$ cat src/rtl/alu_op_sequencer_pkg.sv
// Shared definitions for the ALU instruction sequencer: opcodes, instruction
// field positions, flag bit indices, FSM states and the LDI flag helper.
package alu_op_sequencer_pkg;

   localparam int unsigned ALU_W   = 4;
   localparam int unsigned INSTR_W = 12;

   localparam logic [3:0] OP_CLR = 4'b0000;
   localparam logic [3:0] OP_ADD = 4'b0001;
   localparam logic [3:0] OP_SUB = 4'b0010;
   localparam logic [3:0] OP_LDI = 4'b1000;
   localparam logic [3:0] OP_ILL = 4'b1111;

   localparam int unsigned OP_MSB  = 11;
   localparam int unsigned OP_LSB  = 8;
   localparam int unsigned RD_MSB  = 7;
   localparam int unsigned RD_LSB  = 6;
   localparam int unsigned RA_MSB  = 5;
   localparam int unsigned RA_LSB  = 4;
   localparam int unsigned RB_MSB  = 3;
   localparam int unsigned RB_LSB  = 2;
   localparam int unsigned IMM_MSB = 5;
   localparam int unsigned IMM_LSB = 2;

   localparam int unsigned FLAG_Z = 3;
   localparam int unsigned FLAG_N = 2;
   localparam int unsigned FLAG_C = 1;
   localparam int unsigned FLAG_V = 0;

   typedef enum logic [1:0] {
      ST_IDLE = 2'd0,
      ST_EXEC = 2'd1,
      ST_RESP = 2'd2
   } seq_state_e;

   // LDI sets Z and N from the immediate and clears C and V
   function automatic logic [3:0] ldi_flags(input logic [3:0] imm);
      logic [3:0] f;
      f         = '0;
      f[FLAG_Z] = (imm == 4'd0);
      f[FLAG_N] = imm[3];
      return f;
   endfunction

endpackage

$ cat src/rtl/alu_op_sequencer_if.sv
// Instruction and response handshake channels of the ALU sequencer.
// master = instruction source / response consumer, slave = sequencer.
interface alu_op_sequencer_if;
   import alu_op_sequencer_pkg::*;

   logic               instr_valid;
   logic               instr_ready;
   logic [INSTR_W-1:0] instr;
   logic               res_valid;
   logic               res_ready;
   logic [ALU_W-1:0]   res_data;
   logic [ALU_W-1:0]   res_flags;
   logic               res_err;

   modport master (
      output instr_valid, instr, res_ready,
      input  instr_ready, res_valid, res_data, res_flags, res_err
   );

   modport slave (
      input  instr_valid, instr, res_ready,
      output instr_ready, res_valid, res_data, res_flags, res_err
   );

endinterface

$ cat src/rtl/alu_op_sequencer_regfile.sv
// seq_regfile: 2^REG_AW x DATA_W register file, two combinational operand
// read ports, one combinational debug read port, one synchronous write port.
module seq_regfile #(
   parameter int unsigned DATA_W = 4,
   parameter int unsigned REG_AW = 2
) (
   input  logic              clk,
   input  logic              rst_n,
   input  logic              we,
   input  logic [REG_AW-1:0] waddr,
   input  logic [DATA_W-1:0] wdata,
   input  logic [REG_AW-1:0] ra_addr,
   output logic [DATA_W-1:0] ra_data,
   input  logic [REG_AW-1:0] rb_addr,
   output logic [DATA_W-1:0] rb_data,
   input  logic [REG_AW-1:0] dbg_addr,
   output logic [DATA_W-1:0] dbg_data
);

   localparam int unsigned NREG = 1 << REG_AW;

   logic [DATA_W-1:0] regs_q [NREG];
   logic [DATA_W-1:0] regs_d [NREG];

   // Next register contents: single-entry write
   always_comb begin
      regs_d = regs_q;
      if (we) begin
         regs_d[waddr] = wdata;
      end
   end

   // Register storage with asynchronous clear
   always_ff @(posedge clk or negedge rst_n) begin
      if (!rst_n) begin
         for (int unsigned i = 0; i < NREG; i++) begin
            regs_q[i] <= '0;
         end
      end else begin
         regs_q <= regs_d;
      end
   end

   assign ra_data  = regs_q[ra_addr];
   assign rb_data  = regs_q[rb_addr];
   assign dbg_data = regs_q[dbg_addr];

endmodule

$ cat src/rtl/alu_op_sequencer.sv
// alu_op_sequencer: fetches one instruction per handshake, reads operands,
// drives the external ALU for one cycle, writes back and returns a response.
// Optional statistics counters enabled by defining ALU_SEQ_STATS_EN.
module alu_op_sequencer
   import alu_op_sequencer_pkg::*;
#(
   parameter int unsigned DATA_W = 4,
   parameter int unsigned REG_AW = 2,
   parameter int unsigned STAT_W = 8
) (
   input  logic              clk,
   input  logic              rst_n,
   alu_op_sequencer_if.slave bus,
   output logic [3:0]        alu_op,
   output logic [DATA_W-1:0] alu_a,
   output logic [DATA_W-1:0] alu_b,
   input  logic [DATA_W-1:0] alu_c,
   input  logic [3:0]        alu_cond,
   output logic [3:0]        flags,
`ifdef ALU_SEQ_STATS_EN
   output logic [STAT_W-1:0] stat_ops,
   output logic [STAT_W-1:0] stat_err,
`endif
   input  logic [REG_AW-1:0] dbg_addr,
   output logic [DATA_W-1:0] dbg_data
);

   if (DATA_W != ALU_W) begin : g_bad_width
      $error("alu_op_sequencer supports DATA_W == 4 only");
   end
   if (STAT_W == 0) begin : g_bad_stat
      $error("alu_op_sequencer requires STAT_W >= 1");
   end

   seq_state_e         state_q, state_d;
   logic [INSTR_W-1:0] instr_q, instr_d;
   logic [3:0]         alu_op_q, alu_op_d;
   logic [DATA_W-1:0]  alu_a_q, alu_a_d;
   logic [DATA_W-1:0]  alu_b_q, alu_b_d;
   logic [3:0]         flags_q, flags_d;
   logic [DATA_W-1:0]  res_data_q, res_data_d;
   logic [3:0]         res_flags_q, res_flags_d;
   logic               res_err_q, res_err_d;

   logic               rf_we;
   logic [REG_AW-1:0]  rf_waddr;
   logic [DATA_W-1:0]  rf_wdata;
   logic [DATA_W-1:0]  rf_ra_data, rf_rb_data;
   logic [3:0]         exec_op;
   logic [3:0]         in_op;
   logic [3:0]         imm;
   logic [1:0]         unused_instr_bits;

   assign exec_op           = instr_q[OP_MSB:OP_LSB];
   assign in_op             = bus.instr[OP_MSB:OP_LSB];
   assign imm               = instr_q[IMM_MSB:IMM_LSB];
   assign unused_instr_bits = instr_q[1:0];

   // Operands are read at accept time; the previous writeback has already
   // landed because a response cycle always separates two EXEC cycles.
   seq_regfile #(
      .DATA_W (DATA_W),
      .REG_AW (REG_AW)
   ) u_regfile (
      .clk      (clk),
      .rst_n    (rst_n),
      .we       (rf_we),
      .waddr    (rf_waddr),
      .wdata    (rf_wdata),
      .ra_addr  (bus.instr[RA_MSB:RA_LSB]),
      .ra_data  (rf_ra_data),
      .rb_addr  (bus.instr[RB_MSB:RB_LSB]),
      .rb_data  (rf_rb_data),
      .dbg_addr (dbg_addr),
      .dbg_data (dbg_data)
   );

   assign bus.instr_ready = (state_q == ST_IDLE) && rst_n;

   // Sequencer next state, operand capture, writeback and response load
   always_comb begin
      state_d     = state_q;
      instr_d     = instr_q;
      alu_op_d    = alu_op_q;
      alu_a_d     = alu_a_q;
      alu_b_d     = alu_b_q;
      flags_d     = flags_q;
      res_data_d  = res_data_q;
      res_flags_d = res_flags_q;
      res_err_d   = res_err_q;
      rf_we       = 1'b0;
      rf_waddr    = instr_q[RD_MSB:RD_LSB];
      rf_wdata    = alu_c;
      unique case (state_q)
         ST_IDLE: begin
            if (bus.instr_valid && bus.instr_ready) begin
               instr_d  = bus.instr;
               alu_op_d = (in_op == OP_LDI) ? OP_CLR : in_op;
               alu_a_d  = rf_ra_data;
               alu_b_d  = rf_rb_data;
               state_d  = ST_EXEC;
            end
         end
         ST_EXEC: begin
            if (exec_op == OP_ILL) begin
               res_data_d  = '0;
               res_flags_d = flags_q;
               res_err_d   = 1'b1;
            end else if (exec_op == OP_LDI) begin
               rf_we       = 1'b1;
               rf_wdata    = imm;
               flags_d     = ldi_flags(imm);
               res_data_d  = imm;
               res_flags_d = ldi_flags(imm);
               res_err_d   = 1'b0;
            end else begin
               rf_we       = 1'b1;
               rf_wdata    = alu_c;
               flags_d     = alu_cond;
               res_data_d  = alu_c;
               res_flags_d = alu_cond;
               res_err_d   = 1'b0;
            end
            state_d = ST_RESP;
         end
         ST_RESP: begin
            if (bus.res_ready) begin
               state_d = ST_IDLE;
            end
         end
         default: state_d = ST_IDLE;
      endcase
   end

   // Sequencer state registers
   always_ff @(posedge clk or negedge rst_n) begin
      if (!rst_n) begin
         state_q     <= ST_IDLE;
         instr_q     <= '0;
         alu_op_q    <= '0;
         alu_a_q     <= '0;
         alu_b_q     <= '0;
         flags_q     <= '0;
         res_data_q  <= '0;
         res_flags_q <= '0;
         res_err_q   <= 1'b0;
      end else begin
         state_q     <= state_d;
         instr_q     <= instr_d;
         alu_op_q    <= alu_op_d;
         alu_a_q     <= alu_a_d;
         alu_b_q     <= alu_b_d;
         flags_q     <= flags_d;
         res_data_q  <= res_data_d;
         res_flags_q <= res_flags_d;
         res_err_q   <= res_err_d;
      end
   end

   assign bus.res_valid = (state_q == ST_RESP);
   assign bus.res_data  = res_data_q;
   assign bus.res_flags = res_flags_q;
   assign bus.res_err   = res_err_q;
   assign alu_op        = alu_op_q;
   assign alu_a         = alu_a_q;
   assign alu_b         = alu_b_q;
   assign flags         = flags_q;

`ifdef ALU_SEQ_STATS_EN
   logic [STAT_W-1:0] stat_ops_q, stat_ops_d;
   logic [STAT_W-1:0] stat_err_q, stat_err_d;

   // Saturating response counters, stepped on the response handshake
   always_comb begin
      stat_ops_d = stat_ops_q;
      stat_err_d = stat_err_q;
      if (bus.res_valid && bus.res_ready) begin
         if (stat_ops_q != '1) begin
            stat_ops_d = stat_ops_q + 1'b1;
         end
         if (res_err_q && (stat_err_q != '1)) begin
            stat_err_d = stat_err_q + 1'b1;
         end
      end
   end

   // Statistics registers
   always_ff @(posedge clk or negedge rst_n) begin
      if (!rst_n) begin
         stat_ops_q <= '0;
         stat_err_q <= '0;
      end else begin
         stat_ops_q <= stat_ops_d;
         stat_err_q <= stat_err_d;
      end
   end

   assign stat_ops = stat_ops_q;
   assign stat_err = stat_err_q;
`endif

endmodule

$ cat src/flat_wrapper.sv
// flat-port wrapper written by rule: the top's interface ports become plain ports
module alu_op_sequencer_flat import alu_op_sequencer_pkg::*;
#(
   parameter int unsigned DATA_W = 4,
   parameter int unsigned REG_AW = 2,
   parameter int unsigned STAT_W = 8
)
  (clk, rst_n, alu_op, alu_a, alu_b, alu_c, alu_cond, flags, dbg_addr, dbg_data, bus_instr_valid, bus_instr, bus_res_ready, bus_instr_ready, bus_res_valid, bus_res_data, bus_res_flags, bus_res_err);
  alu_op_sequencer_if bus_i ();
  input  logic clk;
  input  logic rst_n;
  output logic [3:0] alu_op;
  output logic [DATA_W-1:0] alu_a;
  output logic [DATA_W-1:0] alu_b;
  input  logic [DATA_W-1:0] alu_c;
  input  logic [3:0] alu_cond;
  output logic [3:0] flags;
  input  logic [REG_AW-1:0] dbg_addr;
  output logic [DATA_W-1:0] dbg_data;
  input wire logic [$bits(bus_i.instr_valid)-1:0] bus_instr_valid;
  input wire logic [$bits(bus_i.instr)-1:0] bus_instr;
  input wire logic [$bits(bus_i.res_ready)-1:0] bus_res_ready;
  output wire logic [$bits(bus_i.instr_ready)-1:0] bus_instr_ready;
  output wire logic [$bits(bus_i.res_valid)-1:0] bus_res_valid;
  output wire logic [$bits(bus_i.res_data)-1:0] bus_res_data;
  output wire logic [$bits(bus_i.res_flags)-1:0] bus_res_flags;
  output wire logic [$bits(bus_i.res_err)-1:0] bus_res_err;
  assign bus_i.instr_valid = bus_instr_valid;
  assign bus_i.instr = bus_instr;
  assign bus_i.res_ready = bus_res_ready;
  assign bus_instr_ready = bus_i.instr_ready;
  assign bus_res_valid = bus_i.res_valid;
  assign bus_res_data = bus_i.res_data;
  assign bus_res_flags = bus_i.res_flags;
  assign bus_res_err = bus_i.res_err;
  alu_op_sequencer #(.DATA_W(DATA_W), .REG_AW(REG_AW), .STAT_W(STAT_W)) u_core (.clk(clk), .rst_n(rst_n), .bus(bus_i), .alu_op(alu_op), .alu_a(alu_a), .alu_b(alu_b), .alu_c(alu_c), .alu_cond(alu_cond), .flags(flags), .dbg_addr(dbg_addr), .dbg_data(dbg_data));
endmodule
$ cat config.mk
export PLATFORM = sky130hd
export DESIGN_NAME = alu_op_sequencer_flat
export DESIGN_NICKNAME = d
export VERILOG_FILES = /design/src/rtl/alu_op_sequencer_pkg.sv /design/src/rtl/alu_op_sequencer_if.sv /design/src/rtl/alu_op_sequencer_regfile.sv /design/src/rtl/alu_op_sequencer.sv /design/src/flat_wrapper.sv
export SDC_FILE = /design/constraint.sdc
export NUM_CORES = 1
export LEC_CHECK = 0
export CAP_MARGIN = 20
export CORE_MARGIN = 4
export CORE_UTILIZATION = 43
export CTS_CLUSTER_SIZE = 40
export DETAILED_ROUTE_END_ITERATION = 8
export GPL_ROUTABILITY_DRIVEN = 0
export PLACE_DENSITY = 0.76
export SLEW_MARGIN = 20
export SYNTH_ARGS = -nofsm -noshare
export SYNTH_HDL_FRONTEND = slang
export SYNTH_SLANG_ARGS = --single-unit
$ cat constraint.sdc
create_clock -name clk -period 2 [get_ports clk]
set_input_delay 0.3 -clock clk [delete_from_list [all_inputs] [get_ports clk]]
set_output_delay 0.3 -clock clk [all_outputs]
set_load 0.02 [all_outputs]
**Word level (Yosys, flattened, before mapping)**

Index checks and enable logic that the tools add are counted.

- Magnitude comparators: 5
- Eq/ne operators: 7
- Muxes and demuxes: 24
- Bitwise gates (word level): 5
- Reduce and logical (&&, ||, !) cells: 8

Operators with widths:

| cell | count |
|---|---|
| $mux W4 | 13 |
| $bmux W4 S2 | 3 |
| $bwmux W16 | 1 |
| $eq A4 B4 Y1 const B | 3 |
| $ge A3 B3 Y1 const B | 4 |
| $not A2 Y3 | 4 |
| $demux W4 S2 | 1 |
| $pmux W2 S3 | 1 |
| $reduce_and A2 Y1 | 3 |
| $logic_not A4 Y1 | 1 |
| $mux W2 | 2 |
| $ne A2 B2 Y1 const B | 2 |
| $logic_and A1 B1 Y1 | 3 |
| $lt A3 B1 Y1 const B | 1 |
| $mux W1 | 3 |
| $eq A2 B1 Y1 const B | 1 |
| $eq A2 B2 Y1 const B | 1 |
| $logic_not A2 Y1 | 1 |
| $not A1 Y1 | 1 |

- Register bits after elaboration: 51
- Input bits: 26
- Output and inout bits: 31

**Longest topological paths before layout**

Gate-level depths: netlist of the first run.

- Depth in word-level cells: 6
- Depth in mapped cells: 5

**By module**

Synthesis of the first run repeated with hierarchy kept, for this count alone.

- Cells, all modules: 191
- Area, all modules: 2323.5 um^2

By module, submodules not included:

| module | times used | cells an instance | area each (um^2) | seq. area each (um^2) |
|---|---|---|---|---|
| alu_op_sequencer | 1 | 143 | 1422.6 | 825.8 |
| seq_regfile | 1 | 48 | 900.9 | 400.4 |

**Worst setup path before layout of the first run**

Ideal clock, no wire load.

- Kind: flip-flop to flip-flop
- From: register u_core.instr_q[9]
- To: register u_core.u_regfile.regs_q[2] (netlist bit)
- Data arrival time: 1559 ps
- Data required time: 1872 ps
- Path slack: 313 ps
- Cell stages (with the launch flop): 4
- Clock period less this slack: 1687 ps
- Cell sequence: dfrtp_1 > nor4b_4 > mux2_2 > mux2_1

- Word-level cells in the longest chain between the ends: 5

Ends and longest elaborated chain:

| element | RTL line | text |
|---|---|---|
| from (decl) | alu_op_sequencer.sv:36 | `logic [INSTR_W-1:0] instr_q, instr_d;` |
| from (signal assigned) | alu_op_sequencer.sv:149 | `instr_q <= instr_d;` |
| $eq A4 B4 Y1 | alu_op_sequencer.sv:109 | `end else if (exec_op == OP_LDI) begin` |
| $mux W4 | alu_op_sequencer.sv:109 |  |
| $mux W4 | alu_op_sequencer.sv:105 | `if (exec_op == OP_ILL) begin` |
| $mux W4 | alu_op_sequencer.sv:94 | `unique case (state_q)` |
| $bwmux W16 | alu_op_sequencer_regfile.sv:29 | `regs_d[waddr] = wdata;` |
| to (signal assigned) | alu_op_sequencer_regfile.sv:40 | `regs_q <= regs_d;` |
| to (decl) | alu_op_sequencer_regfile.sv:22 | `logic [DATA_W-1:0] regs_q [NREG];` |

Parallel ways exist; a longest one is shown, timed or not.
A chain may end at the register's enable or synchronous reset.

**Worst setup path in the final report of the first run**

- From: input port dbg_addr[0]
- To: output port dbg_data[1]

- Word-level cells in the longest chain between the ends: 4

Ends and longest elaborated chain:

| element | RTL line | text |
|---|---|---|
| from (decl) | flat_wrapper.sv:18 | `input logic [REG_AW-1:0] dbg_addr;` |
| $not A2 Y3 (implied by the code) | alu_op_sequencer_regfile.sv:46 | `assign dbg_data = regs_q[dbg_addr];` |
| $bmux W4 S2 | alu_op_sequencer_regfile.sv:46 |  |
| $mux W4 (implied by the code) (2 in series) | alu_op_sequencer_regfile.sv:46 |  |
| to (decl) | flat_wrapper.sv:19 | `output logic [DATA_W-1:0] dbg_data;` |

Every way passes these cells. The select of a mux whose other input is x is not followed.

==> summary.json, run 1 <==
{
  "clk_lat_worst_skew_ps": 300,
  "grt_max_degree": 50,
  "placement.cell_area_mm2": 0.00288,
  "multiInputGateArea_um2": 967,
  "finalHoldViolations": 0,
  "clk_pin_slew_ps": 90,
  "drc_marker_count_from_the_first_detailed_route_iteration": 130,
  "run_status": "completed",
  "p_switching_uw": 1330,
  "cts_tree": "done",
  "synth-seq-area-share": 0.540,
  "power.share.switching": 0.348,
  "required_ps": 1700,
  "detailroute.via_count": 1666,
  "die_area_mm2": 0.00651,
  "numCtsBuffers": 5,
  "grt_overflow": 0,
  "maximum_count_of_clock_buffers_along_a_single_path": 2,
  "timing.reg2reg.setup_slack_ps": 190,
  "ff_latch_area_mm2": 0.00123,
  "tightestPinTransition_ps": 617,
  "hold_class": "input port to async pin",
  "final-max-slew-violation-count": 0,
  "floorplan.io_pins": 57,
  "cts-root-buf": "clkbuf_8",
  "fin_area_mm2": 0.00295,
  "synthCells": 191,
  "setup.worst_path.class": "input port to primary output",
  "r2r_end": "u_core.u_regfile.regs_q[2]",
  "maximum_frequency_from_static_timing_analysis_mhz": 517,
  "worst_ir_drop_vdd_mv": 0.611,
  "clock_power_share": 0.150,
  "die_height_um": 80.7,
  "power-per-cell-area_mw_per_mm2": 1300,
  "pleak_uw": 0.00133,
  "power.internal_uw": 2500,
  "timing.max_slew.rel_slack": 0.589,
  "r2r_cells": 3,
  "synth.yosys.warnings": 0,
  "grt_pass1_wl_um": 8310,
  "postSynthRegisterBits": 49,
  "worstSetupStartpointType": "input port",
  "power.sequential.fraction": 0.443,
  "setup_viols_final": 0,
  "areaGrowthSynthToFinish_pct": 29.9,
  "total_power_uw": 3830,
  "initial_utilization": 0.445,
  "crit_path_dat_ps": 1640,
  "period_share": 0.968,
  "grt_antenna_before_repair": 0,
  "number_of_buffers_inserted_for_hold_repair_after_clock_tree_synthesis": 0,
  "groute.usage.overall": 0.172,
  "fraction_of_final_layout_cells_sized_beyond_drive_strength_1": 0.202,
  "fillers": 452,
  "post_drt_via_cell_ratio": 5.26,
  "pwr-share-comb": 0.407,
  "cts_htree_levels": 2,
  "placement.io_buffers": 54,
  "crit_path_max_fanout": 3,
  "clock_skew_ps": 10.5,
  "placement_rows": 26,
  "reg_to_reg_critical_path_startpoint": "u_core.instr_q[9]",
  "min_period_ps": 1940,
  "finalNetCount": 273,
  "n_antenna_cell": 0,
  "totalNegativeSetupSlack_ps": 0,
  "drv.max_cap_violation_count": 0,
  "syn-cell-area_mm2": 0.00227,
  "mappedNetlistNets": 217,
  "post-route-drc-count": 0,
  "dr.pass1.iters": 4,
  "clock_sinks": 49,
  "core-area_mm2": 0.00511,
  "antenna_violating_nets_left": 0,
  "wl_per_cell_um": 16.2,
  "wire_length_reported_by_the_detailed_router_um": 5150,
  "worstSetupEndpointType": "primary output",
  "rsz0062_at_grt": "false",
  "post_synth.cell_area_avg_um2": 11.9,
  "synth_cell_type_count": 26,
  "first_global_vias": 1649,
  "detailed_place_hpwl_um": 3900,
  "die_w_um": 80.7
}
## cells by family after synthesis
logic type,share of synthesized area
mux,0.227
simple gates,0.164
compound gates,0.0347
flops,0.540
buf+inv,0.0342
## timing repair
| action | 4_1_cts | 5_1_grt |
|---|---|---|
| endpoints found under the hold margin | 0 | 0 |
| gates resized for setup | 15 | 1 |
| setup buffers | 0 | 0 |
| setup endpoints to repair | 4 | 1 |
## worst max-delay path by stage
stage	from	endpoint	slack, ps
floorplan	u_core.instr_q[9]	u_core.u_regfile.regs_q[2]	310
global placement	dbg_addr[0]	dbg_data[0]	-290
detailed placement	dbg_addr[0]	dbg_data[1]	-330
CTS	dbg_addr[0]	dbg_data[3]	2
global route	dbg_addr[0]	dbg_data[1]	30
finish	dbg_addr[0]	dbg_data[1]	60
## cells in the mapped netlist, drive strengths merged
library cell,count,area share
nand3,1,0.0022
nand4b,4,0.015
nor3b,1,0.0033
a22o,4,0.015
and4,1,0.0039
nor4,1,0.0028
and2,1,0.0028
clkbuf,6,0.0099
o311ai,1,0.0039
o21ai,3,0.0066
nand2,62,0.10
a21oi,4,0.0088
nor4b,1,0.010
nand2b,2,0.0055
dfrtp,49,0.54
nor2,3,0.0050
nand4bb,1,0.0050
mux4,12,0.12
mux2i,2,0.0088
mux2,20,0.099
buf,6,0.018
nand4,1,0.0028
inv,4,0.0066
nor2b,1,0.0028
## worst max-delay path, stage by stage
cell             delay, ps
clkdlybuf4s50_1        510
buf_4                  150
mux4_2                 500
buf_2                  180
## flip-flops by register name (all words and copies together) (netlist names)
signal and count:
u_core.u_regfile.regs_q 16, u_core.instr_q 10, u_core.alu_a 4, u_core.alu_b 4, u_core.alu_op 4, u_core.bus.res_data 4
u_core.flags 4, u_core.state_q 2, u_core.bus.res_err 1
## through the flow
step,std cells,setup WS (ps),hold WS [ps],utilization
detailed placement,310,-332,455,0.565
global route,317,30.2,209,0.578
CTS,317,2.09,174,0.579
global placement,310,-295,451,0.565
finish,317,64.5,161,0.578
floorplan,191,313,4.41,-
## power by group through the flow
stage	logic (uW)	clock network, uW	registers (uW)
4_1_cts	1590	587	1700
6_report	1560	576	1700
5_1_grt	1670	629	1750
3_3_place_gp	1570	0	1700
3_5_place_dp	1610	0	1720
2_1_floorplan	782	0	1810
## per-layer routing
layer	global-route usage	vias to the layer above	wire [um]
met5	0	-	0
met3	0.0336	8	194
met4	0.0608	0	79
li1	-	775	-
met1	0.210	850	2200
met2	0.303	33	2680
## cell type report
type                            instances  area share
Clock buffer                            7      0.0293
Inverter                                4     0.00509
Multi-Input combinational cell        126       0.328
Sequential cell                        49       0.416
Tap cell                               70      0.0297
Timing Repair Buffer                   61       0.193
## placed cells by master (no fill, tap or decap), types with 2 or more instances in the layout
cell type / n
mux4_2: 12
mux2_2: 19
buf_2: 5
o21ai_0: 3
inv_1: 4
nand2_1: 62
clkdlybuf4s50_1: 49
a21oi_1: 4
buf_4: 7
nand4b_1: 4
nand2b_1: 2
nor2_1: 3
a22o_1: 4
mux2i_1: 2
dfrtp_1: 49
clkbuf_8: 6
Note: power is estimated with default switching activity, not from simulation.
==> inputs of run 2 (changes only) <==
CORE_MARGIN = default   (was 4)
CTS_CLUSTER_SIZE = 10   (was 40)
==> summary.json, run 2 (synthesized netlist as in run 1, its figures left out) <==
{
  "layout_commonest_cell": "nand2_1",
  "placement.io_buffers": {"value": 54, "change": "unchanged"},
  "total_power": {"value": 3770, "unit": "uW", "change": "-1.5%"},
  "maximum_count_of_clock_buffers_along_a_single_path": {"value": 2, "change": "unchanged"},
  "final_cell_mix": "nand2_1 (62), clkdlybuf4s50_1 (49), dfrtp_1 (49)",
  "multiInputGateArea": {"value": 967, "unit": "um2", "change": "unchanged"},
  "wl_per_cell": {"value": 15.9, "unit": "um", "change": "-2.2%"},
  "grt_pass1_wl": {"value": 7660, "unit": "um", "change": "-7.8%"},
  "clock_power_share": {"value": 0.140, "change": "-0.010"},
  "areaGrowthSynthToFinish_pct": 29.4,
  "timing.reg2reg.setup_slack": {"value": 150, "unit": "ps", "change": "-40 ps"},
  "die_w": {"value": 74.7, "unit": "um", "change": "-7.4%"},
  "n_antenna_cell": {"value": 0, "change": "unchanged"},
  "timing.critical_path.slowest_stage_cell": "clkdlybuf4s50_1",
  "p_switching": {"value": 1320, "unit": "uW", "change": "-0.97%"},
  "largestRegisters": "u_core.u_regfile.regs_q: 16 flops, u_core.instr_q: 10 flops",
  "post-route-drc-count": {"value": 0, "change": "unchanged"},
  "groute.usage.overall": {"value": 0.192, "change": "+0.0201"},
  "drc_marker_count_from_the_first_detailed_route_iteration": {"value": 71, "change": "-45%"},
  "clk_pin_slew": {"value": 80, "unit": "ps", "change": "about the same"},
  "fraction_of_final_layout_cells_sized_beyond_drive_strength_1": {"value": 0.203, "change": "+0.000823"},
  "ff_latch_area": {"value": 0.00123, "unit": "mm2", "change": "unchanged"},
  "detailroute.via_count": {"value": 1625, "change": "-2.5%"},
  "final_cell_count_no_fill": {"value": 316, "change": "-0.32%"},
  "setup_viols_final": {"value": 0, "change": "unchanged"},
  "die_area": {"value": 0.00558, "unit": "mm2", "change": "-14%"},
  "first_global_vias": {"value": 1488, "change": "-9.8%"},
  "core-area": {"value": 0.00511, "unit": "mm2", "change": "unchanged"},
  "hold_class": "input port to async pin",
  "worstSetupStartpointType": "input port",
  "crit_path_max_fanout": {"value": 3, "change": "unchanged"},
  "finalHoldViolations": {"value": 0, "change": "unchanged"},
  "numCtsBuffers": {"value": 5, "change": "unchanged"},
  "clock_sinks": {"value": 49, "change": "unchanged"},
  "cts-root-buf": "clkbuf_8",
  "number_of_buffers_inserted_for_hold_repair_after_clock_tree_synthesis": {"value": 0, "change": "unchanged"},
  "pleak": {"value": 0.00132, "unit": "uW", "change": "-0.34%"},
  "power.share.switching": {"value": 0.350, "change": "+0.00186"},
  "cp_slowest_stage_delay": {"value": 510, "unit": "ps", "change": "about the same"},
  "tightestPinTransition": {"value": 614, "unit": "ps", "change": "-2.70 ps"},
  "run_status": "completed",
  "initial_utilization": {"value": 0.445, "change": "unchanged"},
  "grt_max_degree": {"value": 50, "change": "unchanged"},
  "totalNegativeSetupSlack": {"value": 0, "unit": "ps", "change": "unchanged"},
  "pwr-share-comb": {"value": 0.411, "change": "+0.004"},
  "floorplan.io_pins": {"value": 57, "change": "unchanged"},
  "power-per-cell-area": {"value": 1280, "unit": "mW/mm2", "change": "-1.1%"},
  "post_drt_via_cell_ratio": {"value": 5.14, "change": "-2.2%"},
  "cts_htree_levels": {"value": 2, "change": "unchanged"},
  "detailed_place_hpwl": {"value": 3760, "unit": "um", "change": "-3.6%"},
  "pre_cts_slack": {"value": -295, "unit": "ps", "change": "+36.5 ps"},
  "period_share": {"value": 0.953, "change": "-0.0143"},
  "rsz0062_at_grt": "false",
  "register_with_the_most_flip_flops": "u_core.u_regfile.regs_q",
  "maximum_frequency_from_static_timing_analysis": {"value": 524, "unit": "MHz", "change": "+1.5%"},
  "power.sequential.fraction": {"value": 0.449, "change": "+0.006"},
  "finalNetCount": {"value": 273, "change": "unchanged"},
  "flip_flop_count_of_the_largest_register_all_copies_and_words_added": {"value": 16, "change": "unchanged"},
  "worst_ir_drop_vdd": {"value": 0.531, "unit": "mV", "change": "-13%"},
  "grt_overflow": {"value": 0, "change": "unchanged"},
  "place_inst": {"value": 310, "change": "unchanged"},
  "worstSetupEndpointType": "primary output",
  "grt_antenna_before_repair": {"value": 0, "change": "unchanged"},
  "setup.worst_path.class": "input port to primary output",
  "drv.max_cap_violation_count": {"value": 0, "change": "unchanged"},
  "r2r_cells": {"value": 3, "change": "unchanged"},
  "power.internal": {"value": 2450, "unit": "uW", "change": "-1.8%"},
  "placement_rows": {"value": 26, "change": "unchanged"},
  "critical_path.cell_chain": "clkdlybuf4s50_1, buf_4, mux4_2, buf_2",
  "cts_tree": "done",
  "dr.pass1.iters": {"value": 4, "change": "unchanged"},
  "die_height": {"value": 74.7, "unit": "um", "change": "-7.4%"},
  "required": {"value": 1700, "unit": "ps", "change": "about the same"},
  "wire_length_reported_by_the_detailed_router": {"value": 5020, "unit": "um", "change": "-2.5%"},
  "min_period": {"value": 1910, "unit": "ps", "change": "-28.6 ps"},
  "final-max-slew-violation-count": {"value": 0, "change": "unchanged"},
  "clk_lat_worst_skew": {"value": 300, "unit": "ps", "change": "about the same"},
  "clock_skew": {"value": 10.1, "unit": "ps", "change": "-0.362 ps"},
  "fillers": {"value": 477, "change": "+5.5%"},
  "antenna_violating_nets_left": {"value": 0, "change": "unchanged"},
  "holdWs": {"value": 145, "unit": "ps", "change": "-15.4 ps"},
  "timing.max_slew.rel_slack": {"value": 0.590, "change": "+0.00180"},
  "post-route-worst-setup-slack": {"value": 93.0, "unit": "ps", "change": "+28.6 ps"},
  "crit_path_dat": {"value": 1610, "unit": "ps", "change": "-30 ps"}
}
[run 2: changes by cell type in the layout (fill, tap and decap cells not counted)]
cell	delta
clkinv_2	+1
clkbuf_1	-1
clkbuf_8	-1
[run 2: per-layer routing]
metal / vias up / GRT usage / wire length [um]
met3: 10 / 0.0428 / 224
met1: 793 / 0.261 / 2240
met4: 0 / 0.0776 / 95
met5: - / 0 / 0
met2: 51 / 0.303 / 2460
li1: 771 / - / -
[run 2: power by group through the flow]
| stage | combinational (uW) | sequential (uW) | clock (uW) |
|---|---|---|---|
| after global placement | 1570 | 1690 | 0 |
| final | 1550 | 1700 | 528 |
| after detailed placement | 1600 | 1710 | 0 |
| after global routing | 1670 | 1740 | 593 |
| after CTS | 1570 | 1690 | 541 |
| after floorplan | 782 | 1810 | 0 |
[run 2: worst paths after layout]
check / startpoint / end
max in group asynchronous: rst_n / u_core.alu_a[0]
worst min register to register: u_core.alu_op[3] / u_core.alu_op[3]
worst max register to register: u_core.instr_q[9] / u_core.u_regfile.regs_q[2]
worst min-delay path: rst_n / u_core.state_q[1]
worst max-delay path: dbg_addr[0] / dbg_data[1]
min in group clk: u_core.alu_op[3] / u_core.alu_op[3]
[run 2: critical path, delay by kind of cell]
kind / cells / cell delay (ps)
buffers and inverters: 3 / 830
muxes: 1 / 480
[run 2: layout make-up]
type / instances / share of cell area
Clock inverter: 1 / 0.00170
Timing Repair Buffer: 61 / 0.193
Multi-Input combinational cell: 126 / 0.329
Sequential cell: 49 / 0.417
Tap cell: 70 / 0.0298
Clock buffer: 5 / 0.0234
Inverter: 4 / 0.00511
[run 2: repair_timing]
action | in CTS | in global routing
endpoints found under the hold margin | 0 | 0
cloned | 0 | 0
endpoints found under the setup margin | 4 | 1
buffers inserted | 0 | 0
gates resized for setup | 15 | 1
[run 2: per-stage QoR]
step / area, um2 / utilization
6_report: 2940 / 0.575
5_1_grt: 2940 / 0.575
4_1_cts: 2940 / 0.576
3_5_place_dp: 2880 / 0.565
3_3_place_gp: 2880 / 0.565
2_1_floorplan: 2270 / -
